$ cat config.mk
export PLATFORM = sky130hd
export DESIGN_NAME = mips_ctrl_fsm
export DESIGN_NICKNAME = d
export VERILOG_FILES = /design/src/rtl/mips_ctrl_fsm.sv
export SDC_FILE = /design/constraint.sdc
export NUM_CORES = 1
export LEC_CHECK = 0
export BUFFER_PORTS_ARGS = -buffer_cell sky130_fd_sc_hd__clkbuf_2
export CELL_PAD_IN_SITES_DETAIL_PLACEMENT = 0
export CELL_PAD_IN_SITES_GLOBAL_PLACEMENT = 1
export CORE_MARGIN = 2
export CORE_UTILIZATION = 38
export DETAILED_ROUTE_END_ITERATION = 7
export PLACE_DENSITY = 0.95
export RECOVER_POWER = 50
export SYNTH_ARGS = -nofsm -noshare
export SYNTH_HDL_FRONTEND = slang
export SYNTH_SLANG_ARGS = --single-unit
$ cat constraint.sdc
create_clock -name clk -period 3.8 [get_ports clk]
set_input_delay 0.95 -clock clk [delete_from_list [all_inputs] [get_ports clk]]
set_output_delay 0.95 -clock clk [all_outputs]
set_load 0.02 [all_outputs]
$ cat src/rtl/mips_ctrl_fsm.sv
// ---------------------------------------------------------------------------
// mips_ctrl_fsm -- multi-cycle MIPS control unit.
//
// Sequences each instruction through FETCH -> DECODE -> EXEC -> [MEM] -> [WB],
// holds the fetched word in an instruction register, and registers the
// decoded datapath controls at the end of DECODE so they stay stable until
// the next instruction is decoded.
//
// Ports:
//   clk        rising-edge clock
//   rst        synchronous reset, active-high
//   instr_in   instruction word from instruction memory (N bits)
//   mem_ready  memory access complete this cycle
//   alu_zero   ALU zero flag, used by BEQ in EXEC
//   ImmorReg   ALU B select: 0 = zero-extended Imm, 1 = register Qs
//   Imm        immediate field IR[15:0]
//   rs/rt/rd   register addresses IR[25:21] / IR[20:16] / IR[15:11]
//   jaddr      jump target IR[25:0]
//   alu_op     0 ADD, 1 SUB, 2 AND, 3 OR
//   reg_dst    write-register select: 1 = rd, 0 = rt
//   reg_we, mem_re, mem_we, pc_we, branch, jump, illegal   control strobes
//   state      current state encoding (FETCH=0 .. WB=4)
// ---------------------------------------------------------------------------
package the_pkg;
    typedef enum logic [2:0] {
        S_FETCH  = 3'd0,
        S_DECODE = 3'd1,
        S_EXEC   = 3'd2,
        S_MEM    = 3'd3,
        S_WB     = 3'd4
    } state_t;

    // Instruction class; selects the path taken after EXEC.
    typedef enum logic [2:0] {
        K_ALU, K_LW, K_SW, K_BEQ, K_J, K_ILL
    } kind_t;

    localparam logic [5:0] OP_RTYPE = 6'h00;
    localparam logic [5:0] OP_J     = 6'h02;
    localparam logic [5:0] OP_BEQ   = 6'h04;
    localparam logic [5:0] OP_ADDI  = 6'h08;
    localparam logic [5:0] OP_ORI   = 6'h0D;
    localparam logic [5:0] OP_LW    = 6'h23;
    localparam logic [5:0] OP_SW    = 6'h2B;

    localparam logic [5:0] FN_ADD   = 6'h20;
    localparam logic [5:0] FN_SUB   = 6'h22;
    localparam logic [5:0] FN_AND   = 6'h24;
    localparam logic [5:0] FN_OR    = 6'h25;

    localparam logic [2:0] ALU_ADD  = 3'd0;
    localparam logic [2:0] ALU_SUB  = 3'd1;
    localparam logic [2:0] ALU_AND  = 3'd2;
    localparam logic [2:0] ALU_OR   = 3'd3;
endpackage

module mips_ctrl_fsm
    import the_pkg::*;
#(
    parameter int N       = 32,
    parameter int ImmBits = 16
) (
    input  logic               clk,
    input  logic               rst,
    input  logic [N-1:0]       instr_in,
    input  logic               mem_ready,
    input  logic               alu_zero,
    output logic               ImmorReg,
    output logic [ImmBits-1:0] Imm,
    output logic [4:0]         rs,
    output logic [4:0]         rt,
    output logic [4:0]         rd,
    output logic [25:0]        jaddr,
    output logic [2:0]         alu_op,
    output logic               reg_dst,
    output logic               reg_we,
    output logic               mem_re,
    output logic               mem_we,
    output logic               pc_we,
    output logic               branch,
    output logic               jump,
    output logic               illegal,
    output logic [2:0]         state
);

    state_t       state_q, state_d;
    kind_t        kind_q, dec_kind;
    logic [N-1:0] ir_q;
    logic [2:0]   dec_alu_op;
    logic         dec_immor_reg, dec_reg_dst;
    logic [5:0]   opcode, funct;

    assign opcode = ir_q[31:26];
    assign funct  = ir_q[5:0];
    assign state  = state_q;

    // Decode of the held IR; only consumed while in DECODE.
    // NOTE: every always_comb output gets a default first so no path leaves
    // it unassigned, which would otherwise infer a latch.
    always_comb begin
        dec_kind      = K_ILL;
        dec_alu_op    = ALU_ADD;
        dec_immor_reg = 1'b1;
        dec_reg_dst   = 1'b0;
        case (opcode)
            OP_RTYPE: begin
                case (funct)
                    FN_ADD:  begin dec_kind = K_ALU; dec_alu_op = ALU_ADD; end
                    FN_SUB:  begin dec_kind = K_ALU; dec_alu_op = ALU_SUB; end
                    FN_AND:  begin dec_kind = K_ALU; dec_alu_op = ALU_AND; end
                    FN_OR:   begin dec_kind = K_ALU; dec_alu_op = ALU_OR;  end
                    default: dec_kind = K_ILL;
                endcase
                dec_reg_dst = (dec_kind == K_ALU);
            end
            OP_ADDI: begin dec_kind = K_ALU; dec_immor_reg = 1'b0; end
            OP_ORI:  begin dec_kind = K_ALU; dec_immor_reg = 1'b0; dec_alu_op = ALU_OR; end
            OP_LW:   begin dec_kind = K_LW;  dec_immor_reg = 1'b0; end
            OP_SW:   begin dec_kind = K_SW;  dec_immor_reg = 1'b0; end
            OP_BEQ:  begin dec_kind = K_BEQ; dec_alu_op = ALU_SUB; end
            OP_J:    dec_kind = K_J;
            default: dec_kind = K_ILL;
        endcase
    end

    // Next state and strobes.
    always_comb begin
        state_d = state_q;
        reg_we  = 1'b0;
        mem_re  = 1'b0;
        mem_we  = 1'b0;
        pc_we   = 1'b0;
        branch  = 1'b0;
        jump    = 1'b0;
        illegal = 1'b0;
        case (state_q)
            S_FETCH: begin
                mem_re = 1'b1;
                if (mem_ready) begin
                    pc_we   = 1'b1;
                    state_d = S_DECODE;
                end
            end
            S_DECODE: begin
                if (dec_kind == K_ILL) begin
                    illegal = 1'b1;
                    state_d = S_FETCH;
                end else begin
                    state_d = S_EXEC;
                end
            end
            S_EXEC: begin
                case (kind_q)
                    K_ALU:       state_d = S_WB;
                    K_LW, K_SW:  state_d = S_MEM;
                    K_BEQ: begin
                        pc_we   = alu_zero;
                        branch  = alu_zero;
                        state_d = S_FETCH;
                    end
                    K_J: begin
                        pc_we   = 1'b1;
                        jump    = 1'b1;
                        state_d = S_FETCH;
                    end
                    default:     state_d = S_FETCH;
                endcase
            end
            S_MEM: begin
                mem_re = (kind_q == K_LW);
                mem_we = (kind_q != K_LW);
                if (mem_ready)
                    state_d = (kind_q == K_LW) ? S_WB : S_FETCH;
            end
            S_WB: begin
                reg_we  = 1'b1;
                state_d = S_FETCH;
            end
            default: state_d = S_FETCH;
        endcase
        // The state register only leaves its current state at the reset
        // edge, so strobes must be squashed explicitly while rst is high.
        if (rst) begin
            reg_we  = 1'b0;
            mem_re  = 1'b0;
            mem_we  = 1'b0;
            pc_we   = 1'b0;
            branch  = 1'b0;
            jump    = 1'b0;
            illegal = 1'b0;
        end
    end

    // NOTE: sequential state uses non-blocking assignments so every register
    // samples pre-edge values regardless of statement order.
    always_ff @(posedge clk) begin
        if (rst) begin
            state_q  <= S_FETCH;
            ir_q     <= '0;
            kind_q   <= K_ALU;
            ImmorReg <= 1'b1;
            Imm      <= '0;
            rs       <= '0;
            rt       <= '0;
            rd       <= '0;
            jaddr    <= '0;
            alu_op   <= ALU_ADD;
            reg_dst  <= 1'b0;
        end else begin
            state_q <= state_d;
            if (state_q == S_FETCH && mem_ready)
                ir_q <= instr_in;
            if (state_q == S_DECODE) begin
                kind_q   <= dec_kind;
                ImmorReg <= dec_immor_reg;
                Imm      <= ir_q[ImmBits-1:0];
                rs       <= ir_q[25:21];
                rt       <= ir_q[20:16];
                rd       <= ir_q[15:11];
                jaddr    <= ir_q[25:0];
                alu_op   <= dec_alu_op;
                reg_dst  <= dec_reg_dst;
            end
        end
    end

endmodule

==> metrics.csv, run 1 <==
stage,metric,value,unit
synthesis,top-count cell post-synth,nand2_1,
cells_and_area,final net count,488,
clocking,Clock Latency Late Sink,0.33,ns
critical_path,reg-to-reg critical path startpoint,state[1]$_SDFFE_PP0P_,
critical_path,CP cell instances,maj3_1 -> or3_1 -> a21oi_1 -> o311a_2 -> nor3_2 -> clkbuf_2,
clocking,CTS root buffer,clkbuf_8,
timing,worst hold slack,0.451,ns
critical_path,Critical Path AT,2.14,ns
global_route,gr usage total,16.3,%
synthesis,syn_nets,427,
power_and_ir_drop,Max VDD drop,0.000230,V
run_status,status,"finished, violations left",
synthesis,Post-synth ARST share,0,%
critical_path,Worst Setup SP,ir_q[29]$_SDFFE_PP0P_,
timing,Rel. slew slack,-1.68,%
flow_run,Max Cap Viol,1,
floorplanning,# IOs,108,
synthesis,top post-synthesis cells by count,"nand2_1 (121), dfxtp_1 (68), a21oi_1 (63)",
critical_path,Setup crit end,illegal,
clocking,CTS max path bufs,2,
synthesis,post-synth design cell area,0.00303,mm2
critical_path,r2r setup slk,1.21,ns
timing,final setup vio count,0,
timing,worst-margin pin slew,1.53,ns
floorplanning,Die W,93.3,um
placement,DP HPWL,4700,um
global_route,first-pass GRT wire length,11200,um
global_route,initial antenna violation count,0,
timing,Worst Skew,0.00641,ns
placement,Placer Congestion,0.790,
critical_path,Critical Path Slowest Stage Cell,dfxtp_1,
route,# DRC,0,
synthesis,Synth area leader,dfxtp_1,
cells_and_area,final non-filler cell total,559,
placement,placed insts,543,
hold_path,worst hold path class,flip-flop to flip-flop,
floorplanning,Die Y,93.3,um
clocking,H-tree depth,3,
clocking,Clock Sinks,68,
cells_and_area,layout cells sized above 1,26.5,%
clocking,CTS tree,yes,
timing,Tmin final,3.09,ns
critical_path,crit path max fanout,11,
power_and_ir_drop,PD cells,498,mW/mm2
clocking,post-CTS sizing,0,
route,routed vias,2674,
placement,Port Buffer Count,106,
clocking,"Clk pin slew, worst setup/hold paths",0.07,ns
timing,Final Cycle Share,81.2,%
floorplanning,starting density of the core,39.2,%
synthesis,flip-flop and latch count after synthesis,68,
route,DR iter-0 viols,161,
global_route,gr ovfl total,0,
clocking,cts hold-fix bufs,0,
timing,Max Fclk,324,MHz
critical_path,Reg2Reg Depth,6,
critical_path,critical path class,flip-flop to output pin,
synthesis,post-synthesis cell type count,46,
timing,Final Hold Violating Endpoints,0,
floorplanning,area of the die,0.00871,mm2
timing,setup total negative slack,0,ns
power_and_ir_drop,Pleak,1.47,nW
global_route,largest net degree at the start of global routing,65,
route,Via density,4.78,
cells_and_area,Layout fillers,774,
floorplanning,Core Region,0.00773,mm2
route,WL final,7050,um
run_status,failing checks,"capacitance limit, slew limit",
route,1st-pass router iterations,5,
floorplanning,row cnt,32,
critical_path,Startpoint Class,flip-flop,
synthesis,"Warnings, synthesis",0,
synthesis,Avg Inst Size Synth,7.75,um2
synthesis,top-area cell type share of the netlist area,44.9,%
cells_and_area,Layout area overhead,18.2,%
cells_and_area,fin util,46.4,%
synthesis,synthesized instance count,391,
clocking,post-CTS setup buffer count,0,
power_and_ir_drop,total power,1.78,mW
critical_path,Crit path required time,2.85,ns
critical_path,reg2reg end,ir_q[5]$_SDFFE_PP0P_,
synthesis,Post-synth top flop,dfxtp_1,
clocking,CTS buffer count,9,
synthesis,top post-synthesis cells by area,"dfxtp_1 (45%), nand2_1 (15%), a21oi_1 (10%)",
synthesis,Post-synth EDFFs,0,
global_route,vias in the first global route,2373,
timing,Max Slew Vio Count,33,
route,Final ANT Viol Nets,0,
critical_path,CP peak stage delay,0.42,ns
route,Avg WL per Cell,12.6,um
cells_and_area,n_diodes,0,
critical_path,CP Capture Type,output pin,
synthesis,post-synthesis sequential area ratio,44.9,%
timing,setup repair after global routing missed its margin,false,
==> through the flow <==
stage | cell area (um2) | setup WS, ns
after detailed placement | 3350 | 1.00
after floorplan | 3030 | 0.938
after global placement | 3350 | 1.04
after CTS | 3620 | 0.733
final | 3580 | 0.713
after global routing | 3580 | 0.573
==> registers in the layout (all words and copies together), names as in the netlist <==
register  cells
Imm          15
ImmorReg      1
alu_op        2
ir_q         32
jaddr         3
kind_q        3
reg_dst       1
rs            4
rt            4
state         3
==> per-layer routing <==
layer / up-vias / global-route usage [%] / part of all wire, %
met5: - / 0 / 0
met4: 0 / 6.74 / 0.74
met3: 4 / 3.06 / 5.0
met2: 76 / 25.8 / 47
met1: 1209 / 21.7 / 47
li1: 1385 / - / -
==> cells by family after synthesis <==
| logic type | count (synthesis) | synth area share [%] |
|---|---|---|
| simple gates | 174 | 26.1 |
| compound gates | 81 | 14.7 |
| flops | 68 | 44.9 |
| buf+inv | 63 | 12.9 |
| xor+xnor | 2 | 0.578 |
| fa+ha+maj | 1 | 0.371 |
| other cells | 1 | 0.124 |
| mux | 1 | 0.330 |
==> area by class of cell <==
class / count / area, um2 / share of cell area (%)
multi-input cells: 260 / 1270 / 35.3
clock buffers: 10 / 138 / 3.84
flip-flops and latches: 68 / 1360 / 38.0
repair buffers: 111 / 549 / 15.3
inverters: 2 / 7.51 / 0.209
well taps: 102 / 128 / 3.56
clock inverters: 6 / 135 / 3.77
==> power breakdown <==
part / internal, mW / switching, mW
registers: 0.748 / 0.0364
clock network: 0.520 / 0.269
logic: 0.0754 / 0.134
==> worst min-delay path by stage <==
stage,slack [ns],cells after the start,to,startpoint
2_1_floorplan,0.43,2,Imm[10]$_SDFFE_PP0N_,ir_q[10]$_SDFFE_PP0P_
5_1_grt,0.46,2,rt[0]$_SDFFE_PP0N_,ir_q[16]$_SDFFE_PP0P_
6_report,0.45,2,rt[2]$_SDFFE_PP0N_,ir_q[18]$_SDFFE_PP0P_
3_3_place_gp,0.44,2,rs[0]$_SDFFE_PP0N_,ir_q[21]$_SDFFE_PP0P_
3_5_place_dp,0.44,2,rt[2]$_SDFFE_PP0N_,ir_q[18]$_SDFFE_PP0P_
4_1_cts,0.45,2,rt[2]$_SDFFE_PP0N_,ir_q[18]$_SDFFE_PP0P_
==> critical path, delay by kind of cell, from the launching register on <==
family / cells / cell delay, ns
simple gates: 2 / 0.34
fa+ha+maj: 1 / 0.39
buf+inv: 1 / 0.16
compound gates: 2 / 0.51
flops: 1 / 0.42
==> placed cells by master, fill, tap and decap left out, types with 3 or more instances in the layout <==
| master | count |
|---|---|
| clkbuf_2 | 97 |
| nand3_1 | 8 |
| bufinv_16 | 4 |
| nor3b_1 | 4 |
| dfxtp_1 | 68 |
| nand3b_1 | 4 |
| a21oi_1 | 64 |
| clkbuf_8 | 10 |
| or3_1 | 3 |
| o21ai_0 | 4 |
| nor3_1 | 5 |
| nand2_1 | 121 |
| buf_4 | 3 |
| nor2_1 | 13 |
| clkbuf_1 | 11 |
Power figures use the tool's default switching activity.
==> run 2: changes to the inputs <==
--- a/config.mk
+++ b/config.mk
@@ -5,13 +5,14 @@
 export SDC_FILE = /design/constraint.sdc
 export NUM_CORES = 1
 export LEC_CHECK = 0
+export ABC_AREA = 1
 export BUFFER_PORTS_ARGS = -buffer_cell sky130_fd_sc_hd__clkbuf_2
 export CELL_PAD_IN_SITES_DETAIL_PLACEMENT = 0
 export CELL_PAD_IN_SITES_GLOBAL_PLACEMENT = 1
 export CORE_MARGIN = 2
-export CORE_UTILIZATION = 38
+export CORE_UTILIZATION = 31
 export DETAILED_ROUTE_END_ITERATION = 7
-export PLACE_DENSITY = 0.95
+export PLACE_DENSITY = 0.85
 export RECOVER_POWER = 50
 export SYNTH_ARGS = -nofsm -noshare
 export SYNTH_HDL_FRONTEND = slang
==> constraint.sdc (replaced) <==
create_clock -name clk -period 2.72 [get_ports clk]
set_input_delay 0.68 -clock clk [delete_from_list [all_inputs] [get_ports clk]]
set_output_delay 0.68 -clock clk [all_outputs]
set_load 0.02 [all_outputs]
==> metrics.csv, run 2 <==
stage,metric,value,unit
cells_and_area,Sequential Area,0.00136,mm2
timing,worst-margin pin slew,1.12,ns
timing,Worst Skew,0.00872,ns
cells_and_area,final non-filler cell total,598,
route,Final ANT Viol Nets,0,
critical_path,critical path class,flip-flop to output pin,
route,# DRC,0,
timing,setup total negative slack,0,ns
route,Avg WL per Cell,12.0,um
global_route,gr ovfl total,0,
synthesis,Synth area leader,dfxtp_1,
synthesis,Post-synth EDFFs,0,
critical_path,CP Capture Type,output pin,
global_route,first-pass GRT wire length,11300,um
critical_path,Startpoint Class,flip-flop,
timing,final setup vio count,0,
hold_path,Hold Path Cell Cnt,2,
synthesis,post-synthesis cell type count,28,
synthesis,synthesized instance count,394,
clocking,CTS root buffer,clkbuf_8,
clocking,Clock Latency Late Sink,0.34,ns
clocking,CTS tree,yes,
critical_path,CP peak stage delay,0.36,ns
synthesis,"Warnings, synthesis",0,
synthesis,syn_nets,430,
floorplanning,Die Y,102,um
floorplanning,# IOs,108,
placement,placed insts,583,
timing,Final Hold Violating Endpoints,0,
placement,Port Buffer Count,106,
floorplanning,starting density of the core,32.1,%
floorplanning,Die W,102,um
clocking,"Clk pin slew, worst setup/hold paths",0.08,ns
power_and_ir_drop,Pleak,1.60,nW
route,routed vias,2667,
clocking,Clock Sinks,68,
critical_path,reg2reg end,alu_op[1]$_SDFFE_PP0N_,
synthesis,top-area cell type share of the netlist area,45.9,%
critical_path,Reg2Reg Depth,5,
flow_run,Max Cap Viol,0,
cells_and_area,"commonest non-fill, non-tap cell in the layout",clkbuf_2,
cells_and_area,largest reg by FF count,ir_q,
critical_path,worst path bufs/invs,2,
clocking,cts hold-fix bufs,0,
critical_path,CP cell instances,nor2_2 -> nand4_1 -> inv_1 -> nand3_2 -> a211oi_1 -> clkbuf_2,
route,WL final,7190,um
global_route,gr usage total,14.2,%
cells_and_area,Largest regs,"ir_q: 32 flops, Imm: 15 flops",
global_route,largest net degree at the start of global routing,41,
critical_path,Crit path max-delay family,simple AND/OR/NAND/NOR gates,
synthesis,Post-synth ARST share,0,%
timing,Rel. slew slack,25.3,%
hold_path,HP Start,ir_q[13]$_SDFFE_PP0P_,
hold_path,worst hold path class,flip-flop to flip-flop,
cells_and_area,Final Instance Area,0.00351,mm2
clocking,CTS max path bufs,2,
critical_path,r2r setup slk,0.59,ns
critical_path,reg-to-reg critical path startpoint,state[2]$_SDFFE_PP0P_,
timing,worst hold slack,0.458,ns
synthesis,post-synth design cell area,0.00297,mm2
run_status,status,completed,
cells_and_area,Layout fillers,1039,
global_route,vias in the first global route,2411,
cells_and_area,multi-input logic area,0.00113,mm2
hold_path,Hold Path End,Imm[13]$_SDFFE_PP0N_,
timing,Final Cycle Share,86.2,%
clocking,H-tree depth,3,
global_route,initial antenna violation count,0,
timing,Max Slew Vio Count,0,
placement,DP Area,0.00334,mm2
floorplanning,Core Region,0.00924,mm2
clocking,post-CTS setup buffer count,0,
floorplanning,area of the die,0.0104,mm2
floorplanning,row cnt,35,
cells_and_area,max reg flops,32,
timing,setup repair after global routing missed its margin,false,
cells_and_area,fin util,38.0,%
power_and_ir_drop,Max VDD drop,0.000353,V
cells_and_area,Layout area overhead,18.5,%
critical_path,crit path max fanout,5,
critical_path,Crit path required time,2.04,ns
synthesis,Post-synth top flop,dfxtp_1,
cells_and_area,n_diodes,0,
cells_and_area,"commonest non-fill, non-tap cells in the layout","clkbuf_2 (84), dfxtp_1 (68), nand2_1 (65), nor2_1 (61), a21oi_1 (40)",
synthesis,post-synthesis sequential area ratio,45.9,%
power_and_ir_drop,PD cells,760,mW/mm2
synthesis,top post-synthesis cells by count,"dfxtp_1 (68), nand2_1 (64), nor2_1 (60)",
synthesis,top post-synthesis cells by area,"dfxtp_1 (46%), buf_4 (9.9%), nand2_1 (8.1%)",
synthesis,top-count cell post-synth,dfxtp_1,
route,1st-pass router iterations,4,
route,DR iter-0 viols,77,
clocking,post-CTS sizing,0,
timing,Tmin final,2.35,ns
clocking,CTS buffer count,9,
critical_path,Critical Path AT,1.67,ns
cells_and_area,final net count,501,
synthesis,Avg Inst Size Synth,7.53,um2
route,Via density,4.46,
placement,Placer Congestion,0.845,
timing,Max Fclk,426,MHz
synthesis,flip-flop and latch count after synthesis,68,
cells_and_area,layout cells sized above 1,23.5,%
critical_path,Critical Path Slowest Stage Cell,dfxtp_1,
placement,DP HPWL,4940,um
-- run 2: cell count changes in the layout (fill, tap and decap cells not counted), sizes merged, moves of 4 or more --
cell,change
nand2,-56
nor2,+51
o21ai,+38
inv,+26
a21oi,-24
nand3,+9
nand3b,-4
nand4,+4
nor3b,-4
-- run 2: cell families after synthesis --
kind of cell | synth area share, %
buf+inv | 15.7
mux | 0.338
other cells | 0.126
simple gates | 22.5
flops | 45.9
compound gates | 15.4
-- run 2: layout make-up --
type                            count  share of cell area, %
Clock buffer                        9                   3.53
Sequential cell                    68                   38.7
Timing Repair Buffer              112                   15.5
Inverter                           28                   2.99
Multi-Input combinational cell    246                   32.1
Tap cell                          129                   4.59
Clock inverter                      6                   2.56
-- run 2: report_power, final --
| group | internal [mW] | switching, mW |
|---|---|---|
| Combinational | 0.183 | 0.411 |
| Clock | 0.512 | 0.378 |
| Sequential | 1.11 | 0.0763 |
| Total | 1.80 | 0.865 |
-- run 2: worst min-delay path, cell delays in order (launching register included) --
cell,delay [ns]
dfxtp_1,0.31
nand2_1,0.06
a21oi_1,0.05
-- run 2: worst max path at each step --
stage                               start       to  slack [ns]  cells after the start
floorplan                             rst     jump        0.50                      2
CTS                 state[0]$_SDFFE_PP0P_   mem_re        0.29                      5
detailed placement                    rst     jump        0.55                      3
global placement                      rst     jump        0.55                      3
global route        state[0]$_SDFFE_PP0P_   mem_re        0.15                      5
finish              ir_q[27]$_SDFFE_PP0P_  illegal        0.37                      6
-- run 2: metrics by stage --
step	power, mW	setup slack [ns]
floorplan	1.69	0.499
global placement	1.82	0.550
detailed placement	1.82	0.546
CTS	2.73	0.286
global route	2.84	0.155
finish	2.67	0.375
-- run 2: per-layer routing --
layer | GRT usage (%) | part of all wire, % | vias to the layer above
met5 | 0 | 0 | -
met4 | 4.68 | 0.74 | 0
met3 | 5.11 | 7.4 | 6
met2 | 22.9 | 46 | 86
met1 | 17.7 | 46 | 1192
li1 | - | - | 1383
==> run 3: changes to the inputs <==
--- a/config.mk
+++ b/config.mk
@@ -13,7 +13,6 @@
 export CORE_UTILIZATION = 31
 export DETAILED_ROUTE_END_ITERATION = 7
 export PLACE_DENSITY = 0.85
-export RECOVER_POWER = 50
 export SYNTH_ARGS = -nofsm -noshare
 export SYNTH_HDL_FRONTEND = slang
 export SYNTH_SLANG_ARGS = --single-unit
==> metrics.csv, run 3 (synthesized netlist as in run 2, its figures left out) <==
stage,metric,value,unit
clocking,post-CTS setup buffer count,0,
timing,setup repair after global routing missed its margin,false,
cells_and_area,multi-input logic area,0.00114,mm2
cells_and_area,final net count,501,
global_route,largest net degree at the start of global routing,41,
route,Via density,4.46,
cells_and_area,fin util,38.5,%
timing,Final Hold Violating Endpoints,0,
timing,Final Cycle Share,87.2,%
floorplanning,Core Region,0.00924,mm2
power_and_ir_drop,Pleak,1.68,nW
floorplanning,area of the die,0.0104,mm2
global_route,vias in the first global route,2411,
cells_and_area,n_diodes,0,
floorplanning,Die Y,102,um
floorplanning,Die W,102,um
timing,Tmin final,2.37,ns
route,# DRC,0,
route,Top Metal Used,met4,
timing,Max Slew Vio Count,0,
cells_and_area,Largest regs,"ir_q: 32 flops, Imm: 15 flops",
critical_path,crit path max fanout,4,
global_route,gr usage total,14.2,%
placement,DP HPWL,4940,um
timing,worst-margin pin slew,0.631,ns
cells_and_area,Layout fillers,1025,
critical_path,CP cell instances,inv_2 -> nor3_1 -> nand2_1 -> a21oi_1 -> clkbuf_2,
floorplanning,# IOs,108,
route,routed vias,2667,
route,1st-pass router iterations,4,
cells_and_area,max reg flops,32,
clocking,"Clk pin slew, worst setup/hold paths",0.08,ns
timing,Final WS setup,0.348,ns
floorplanning,starting density of the core,32.1,%
route,WL final,7200,um
timing,Rel. slew slack,57.8,%
clocking,H-tree depth,3,
cells_and_area,largest reg by FF count,ir_q,
clocking,cts hold-fix bufs,0,
clocking,post-CTS sizing,0,
clocking,CTS root buffer,clkbuf_8,
hold_path,worst hold path class,flip-flop to flip-flop,
route,routed wl met3,557,um
critical_path,Critical Path AT,1.69,ns
clocking,Clock Latency Late Sink,0.34,ns
cells_and_area,Final Instance Area,0.00355,mm2
critical_path,critical path class,flip-flop to output pin,
critical_path,Critical Path Slowest Stage Cell,nor3_1,
clocking,CTS tree,yes,
global_route,first-pass GRT wire length,11300,um
route,Detail Route met2 WL,3310,um
cells_and_area,"commonest non-fill, non-tap cells in the layout","clkbuf_2 (106), dfxtp_1 (68), nand2_1 (64), nor2_1 (60), a21oi_1 (40)",
clocking,CTS buffer count,9,
route,Final ANT Viol Nets,0,
placement,DP Area,0.00334,mm2
global_route,gr ovfl total,0,
critical_path,Crit path required time,2.04,ns
timing,setup total negative slack,0,ns
timing,final setup vio count,0,
cells_and_area,"commonest non-fill, non-tap cell in the layout",clkbuf_2,
flow_run,Max Cap Viol,0,
placement,dpl ws,0.546,ns
cells_and_area,Layout area overhead,19.9,%
critical_path,CP peak stage delay,0.41,ns
power_and_ir_drop,PD cells,756,mW/mm2
power_and_ir_drop,Max VDD drop,0.000354,V
route,DR iter-0 viols,100,
placement,Placer Congestion,0.845,
critical_path,Startpoint Class,flip-flop,
critical_path,CP Capture Type,output pin,
timing,Worst Skew,0.00764,ns
run_status,status,completed,
timing,Max Fclk,422,MHz
route,Avg WL per Cell,12.0,um
floorplanning,row cnt,35,
global_route,initial antenna violation count,0,
cells_and_area,Sequential Area,0.00136,mm2
placement,Port Buffer Count,106,
clocking,CTS max path bufs,2,
cells_and_area,layout cells sized above 1,30.1,%
route,met1 WL,3280,um
clocking,Clock Sinks,68,
-- run 3: changes by cell type in the layout (fill, tap and decap cells not counted) --
cell,change
clkbuf_1,-23
clkbuf_2,+22
inv_1,-5
inv_2,+5
buf_4,+1
nand2_1,-1
nand2_2,+1
nand3_1,-1
nand3_2,+1
nor2_1,-1
nor2_2,+1
o21ai_0,-1
o21ai_1,+1
-- run 3: path summary, 6_finish.rpt --
kind	startpoint	to	slack, ns	cells past startpoint
setup / recovery	state[0]$_SDFFE_PP0P_	mem_re	0.35	5
hold / removal	ir_q[20]$_SDFFE_PP0P_	jaddr[20]$_SDFFE_PP0N_	0.46	2
setup reg to reg	state[2]$_SDFFE_PP0P_	alu_op[1]$_SDFFE_PP0N_	1.08	5
hold reg to reg	ir_q[20]$_SDFFE_PP0P_	jaddr[20]$_SDFFE_PP0N_	0.46	2
-- run 3: worst max-delay path: cells and delay by family, from the launching register on --
family	cells	cell delay (ns)
compound gates	1	0.17
simple gates	2	0.55
buf+inv	2	0.25
flops	1	0.38
-- run 3: through the flow --
stage          cells  hold slack (ns)  total power [mW]
2_1_floorplan    394            0.436              1.69
3_3_place_gp     583            0.444              1.82
3_5_place_dp     583            0.453              1.82
4_1_cts          598            0.461              2.73
5_1_grt          598            0.481              2.86
6_report         598            0.460              2.69
-- run 3: routing by layer --
metal | track usage (%) | up-vias
met4 | 4.68 | 0
met3 | 5.11 | 4
met1 | 17.7 | 1189
li1 | - | 1380
met2 | 22.9 | 94
met5 | 0 | -
-- run 3: area by class of cell --
type / count / area share, %
clock buffer: 9 / 3.48
clock inverter: 6 / 2.53
inverter: 28 / 2.96
multi-input combinational: 246 / 32.0
sequential: 68 / 38.3
tap: 129 / 4.54
timing repair buffer: 112 / 16.2
-- run 3: power by group --
part | switching (mW) | leakage [nW] | internal [mW]
registers | 0.0780 | 0.558 | 1.11
clock network | 0.379 | 0.105 | 0.512
logic | 0.416 | 1.01 | 0.193
